[src/rtl/rf_pkg.sv]
// Shared register-file constants and the write-request record used by the
// writeback arbiter.
package rf_pkg;

  localparam int RF_ADDR_W = 5;
  localparam int RF_DATA_W = 32;

  // One register-file write: destination and value.
  typedef struct packed {
    logic [RF_ADDR_W-1:0] addr;
    logic [RF_DATA_W-1:0] data;
  } rf_wr_t;

endpackage

[src/rtl/rf_write_arbiter_rr_arb2.sv]
// Two-way grant between writeback sources A and B. Round-robin on the
// remembered last winner, or A-always-wins when FIXED_PRIO is set.
module rr_arb2 #(
  parameter bit FIXED_PRIO = 1'b0
) (
  input  logic clk,
  input  logic rst,
  input  logic a_valid,
  input  logic b_valid,
  output logic a_grant,
  output logic b_grant,
  output logic last_grant
);

  logic last_q;

  assign last_grant = last_q;

  // Grant decode: a lone requester wins; on contention the source that did
  // not win last time goes next. Nothing is granted while in reset.
  always_comb begin
    a_grant = 1'b0;
    b_grant = 1'b0;
    if (!rst) begin
      if (a_valid && b_valid) begin
        if (FIXED_PRIO || last_q) a_grant = 1'b1;
        else                      b_grant = 1'b1;
      end else begin
        a_grant = a_valid;
        b_grant = b_valid;
      end
    end
  end

  // Remember the last winner; a grant always means an accept, because a
  // source is only granted while it is valid. Reset favours A first.
  always_ff @(posedge clk) begin
    if (rst)          last_q <= 1'b1;
    else if (a_grant) last_q <= 1'b0;
    else if (b_grant) last_q <= 1'b1;
  end

endmodule

[src/rtl/rf_write_arbiter.sv]
// Register-file write-port arbiter: picks one of two writeback sources per
// cycle, registers the winner into a single write stage that drives the
// register file, and offers bypass compares against that in-flight write.
//
// Handshake: a source presents addr/data with valid held high; the write is
// taken in the cycle where valid and ready are both high. ready never
// depends on anything but the valids and the arbiter state, and a losing
// source must keep valid, addr and data stable until it is accepted.
module rf_write_arbiter
  import rf_pkg::*;
#(
  parameter int DATA_W      = RF_DATA_W,
  parameter int ADDR_W      = RF_ADDR_W,
  parameter bit ZERO_REG_RO = 1'b1,
  parameter bit FIXED_PRIO  = 1'b0
) (
  input  logic              clk,
  input  logic              rst,
  input  logic              a_valid,
  output logic              a_ready,
  input  logic [ADDR_W-1:0] a_addr,
  input  logic [DATA_W-1:0] a_data,
  input  logic              b_valid,
  output logic              b_ready,
  input  logic [ADDR_W-1:0] b_addr,
  input  logic [DATA_W-1:0] b_data,
  output logic              reg_write_en,
  output logic [ADDR_W-1:0] reg_write_addr,
  output logic [DATA_W-1:0] reg_write_data,
  input  logic [ADDR_W-1:0] byp_addr_1,
  output logic              byp_hit_1,
  input  logic [ADDR_W-1:0] byp_addr_2,
  output logic              byp_hit_2,
  output logic [DATA_W-1:0] byp_data,
  output logic              last_grant
);

  logic              a_acc;
  logic              b_acc;
  logic [ADDR_W-1:0] sel_addr;
  logic [DATA_W-1:0] sel_data;
  logic              sel_drop;

  rr_arb2 #(.FIXED_PRIO(FIXED_PRIO)) u_arb (
    .clk        (clk),
    .rst        (rst),
    .a_valid    (a_valid),
    .b_valid    (b_valid),
    .a_grant    (a_ready),
    .b_grant    (b_ready),
    .last_grant (last_grant)
  );

  assign a_acc = a_valid & a_ready;
  assign b_acc = b_valid & b_ready;

  // Steer the accepted source into the stage; register 0 writes are
  // swallowed when it is hard-wired read-only.
  always_comb begin
    sel_addr = b_addr;
    sel_data = b_data;
    if (a_acc) begin
      sel_addr = a_addr;
      sel_data = a_data;
    end
    sel_drop = ZERO_REG_RO && (sel_addr == '0);
  end

  // Write stage: one enable pulse per accept; addr/data hold when idle.
  // Reset discards whatever was staged.
  always_ff @(posedge clk) begin
    if (rst) begin
      reg_write_en   <= 1'b0;
      reg_write_addr <= '0;
      reg_write_data <= '0;
    end else if (a_acc || b_acc) begin
      reg_write_en   <= !sel_drop;
      reg_write_addr <= sel_addr;
      reg_write_data <= sel_data;
    end else begin
      reg_write_en   <= 1'b0;
    end
  end

  // Bypass: forward the write the register file is about to commit.
  always_comb begin
    byp_hit_1 = reg_write_en && (byp_addr_1 == reg_write_addr);
    byp_hit_2 = reg_write_en && (byp_addr_2 == reg_write_addr);
    byp_data  = reg_write_data;
  end

endmodule
[config.mk]
export PLATFORM = sky130hd
export DESIGN_NAME = rf_write_arbiter
export DESIGN_NICKNAME = d
export VERILOG_FILES = /design/src/rtl/rf_pkg.sv /design/src/rtl/rf_write_arbiter_rr_arb2.sv /design/src/rtl/rf_write_arbiter.sv
export SDC_FILE = /design/constraint.sdc
export NUM_CORES = 1
export LEC_CHECK = 0
export ABC_AREA = 1
export ABC_CLOCK_PERIOD_IN_PS = 3300
export CAP_MARGIN = 20
export CORE_MARGIN = 2
export CORE_UTILIZATION = 30
export DETAILED_ROUTE_END_ITERATION = 8
export PLACE_DENSITY = 0.69
export SYNTH_ARGS = -nofsm -noshare
export SYNTH_HDL_FRONTEND = slang
export SYNTH_HIERARCHICAL = 1
export SYNTH_SLANG_ARGS = --single-unit
[constraint.sdc]
create_clock -name clk -period 3.3 [get_ports clk]
set_input_delay 0.33 -clock clk [delete_from_list [all_inputs] [get_ports clk]]
set_output_delay 0.33 -clock clk [all_outputs]
set_load 0.02 [all_outputs]
==> flow_summary.yaml <==
floorplan:
  std_cell_rows: 31
  starting_utilization_of_the_core_area_pct: 30.9
  core_ar_um2: 7210
  die-width_um: 90.3
  die_area_um2: 8150
  vertical_die_dimension_um: 90.3
  num_io_pins: 163
yosys:
  synth-seq-cells: 39
  seq_total_area_yosys_pct: 35.0
  synthesis.instances: 329
  synth_area_per_cell_um2: 6.78
  synth-edff-count: 0
  synth.top_cells.by_area: "dfxtp_1, buf_4, nand2_1"
  synth_top_area_share_pct: 35.0
  synth_top_area_cell: "dfxtp_1"
  mappedNetlistNets: 417
  warning_count_from_the_yosys_run: 6
  synth_cell_type_count: 22
  synthFlopType: "dfxtp_1"
  async_flop_share_pct: 0
  synthesized_area_um2: 2230
place:
  place.gp.congestion: 0.710
  portBuffers: 162
  dp_hpwl_um: 5020
clock_network:
  post_cts.repair.setup_buffers: 0
  clkTransAtPathRegs_ns: 0.07
  cts_htree_levels: 2
  cts_root_buf: "clkbuf_8"
  cts_hold_repair.buffers: 0
  tritoncts: "built"
  clock_sinks: 39
  postCtsResizedCells: 0
  cts_bufs_inserted: 5
  cts_buffer_depth: 2
  worstSkewPairLatency_ns: 0.28
flow_run:
  timing.max_cap.violations: 0
drt:
  drt_pre_antenna_iters: 4
  wirelength_um: 6440
  detail-route-antenna-nets: 0
  drt-vias-per-instance: 4.32
  avgRoutedWirePerCell_um: 11.7
  num_vias: 2386
  dr.first_iter.drc_count: 45
  detail_route.drc_violations: 0
setup_path:
  critical_path.reg2reg.endpoint: "byp_data[4]$_SDFFE_PP0P_"
  critical_path.max_fanout: 7
  r2r_start: "u_arb/last_grant$_SDFFE_PP1P_"
  timing.critical_path.cells: "clkdlybuf4s50_1 -> nand2_1 -> nor2_2 -> clkdlybuf4s50_1"
  crit_arrival_ns: 1.97
  worst_path_most_repeated_cell: "clkdlybuf4s50_1"
  endpoint_kind: "output pin"
  worstSetupPathType: "in -> out"
  cp.required_ns: 2.97
  register_to_register_setup_slack_ns: 1.45
  critPathLaunch: "a_valid"
  critical_path.slowest_cell: "clkdlybuf4s50_1"
  reg2regPathDepth: 9
  startpoint_types: "input pin"
  cp_slowest_stage_delay_ns: 0.66
timing:
  max_slew_margin_pct: 65.7
  final_min_period_over_clock_period_pct: 69.8
  whs_ns: 0.481
  setup_tns_ns: 0
  setup_violations: 0
  final.min_clock_period_ns: 2.30
  timing.clock.skew_ns: 0.00414
  report.final.hold_viol_count: 0
  unrepaired_setup_endpoints_after_global_routing: "no"
  tightestPinTransition_ns: 0.514
  slew_violations: 0
  fmax_ghz: 0.434
power_and_ir_drop:
  p_leak_nw: 1.53
  max-vdd-ir-drop_mv: 0.150
  powerDensity_nw_per_um2: 331
global_route:
  global_route.usage.met3_pct: 6.01
  first_global_vias: 2295
  grt_pass1_wl_um: 10500
  use_met1_pct: 17.8
  gr-usage-met2_pct: 27.3
  grt_max_degree: 39
  initial_antenna_violation_count: 0
  layer_with_the_highest_usage_after_global_routing: "met2"
  grt_overflow_total: 0
  track_usage_pct: 15.5
cells_and_area:
  final_cell_mix: "clkdlybuf4s50_1, nand2_1, inv_1"
  multi_input_comb_area_um2: 926
  areaGrowthSynthToFinish_pct: 67.9
  nets: 540
  antennaDiodeCount: 0
  finish.utilization_pct: 51.9
  layout_cells_sized_above_1_pct: 5.08
  layout_commonest_cell: "clkdlybuf4s50_1"
  fillCellCount: 718
  layout.area.seq_um2: 781
worst_hold_path:
  hold_path_startpoint: "byp_data[29]$_SDFFE_PP0P_"
  min_path_type: "reg -> reg"
  worstHoldPathCells: 2
  hold_path_end: "byp_data[29]$_SDFFE_PP0P_"
status:
  run_status: "complete, no violations"
[cell type report]
| cell class | instances | area share (%) |
|---|---|---|
| clock inverter | 1 | 0.134 |
| clock buffer | 7 | 2.04 |
| multi-input combinational | 190 | 24.7 |
| sequential | 39 | 20.8 |
| inverter | 51 | 5.11 |
| tap | 99 | 3.31 |
| timing repair buffer | 165 | 43.9 |
[flip-flops by register name, indices dropped and copies added, names as in the netlist]
name and flops:
byp_data 32, reg_write_addr 5, reg_write_en 1, u_arb/last_grant 1
[worst max path at each step]
stage / end
CTS: a_ready
floorplan: reg_write_en$_SDFF_PP0_
detailed placement: byp_data[4]$_SDFFE_PP0P_
global placement: byp_data[17]$_SDFFE_PP0P_
global route: b_ready
finish: a_ready
[power breakdown]
group | switching [mW] | internal, mW | leakage, nW
sequential | 0.0258 | 0.502 | 0.320
clock | 0.156 | 0.148 | 0.0422
combinational | 0.182 | 0.224 | 1.17
[Yosys cell counts, types with 5 or more instances]
cell / count
o21ai_1: 29
dfxtp_1: 39
nor2_1: 7
nand2_1: 51
nand3_1: 7
clkbuf_1: 6
a21oi_1: 37
or2_2: 5
o21ai_0: 38
buf_4: 36
inv_1: 49
[metal layers]
layer / part of all wire, % / vias up / routed length [um]
li1: - / 1260 / -
met1: 42 / 1033 / 2680
met2: 48 / 91 / 3120
met3: 9.6 / 2 / 618
met4: 0.40 / 0 / 26
met5: 0 / - / 0
[cells by family (layout without fill, tap and decap cells)]
group                     count (synthesis)  in the layout  share of synthesized area, %
buffers and inverters                   100            224                          23.5
and+or+nand+nor                          79             79                          15.5
xor gates and xnor gates                  4              4                          1.57
DFF                                      39             39                          35.0
AOI/OAI and AO/OA                       107            107                          24.4
[worst max-delay path: cells and delay by family]
kind                   cells  cell delay [ns]
AND/OR/NAND/NOR            2             0.35
buffers and inverters      2             1.29
[stage by stage]
| step | cell area, um2 | std cells | power (mW) | setup WS (ns) |
|---|---|---|---|---|
| 6_report | 3750 | 552 | 1.24 | 0.998 |
| 5_1_grt | 3750 | 552 | 1.31 | 0.879 |
| 4_1_cts | 3750 | 552 | 1.26 | 0.997 |
| 3_5_place_dp | 3670 | 544 | 0.948 | 0.859 |
| 3_3_place_gp | 3670 | 544 | 0.945 | 0.938 |
| 2_1_floorplan | 2230 | 329 | 0.746 | 1.66 |
No activity file was read; power rests on OpenSTA's default activity.
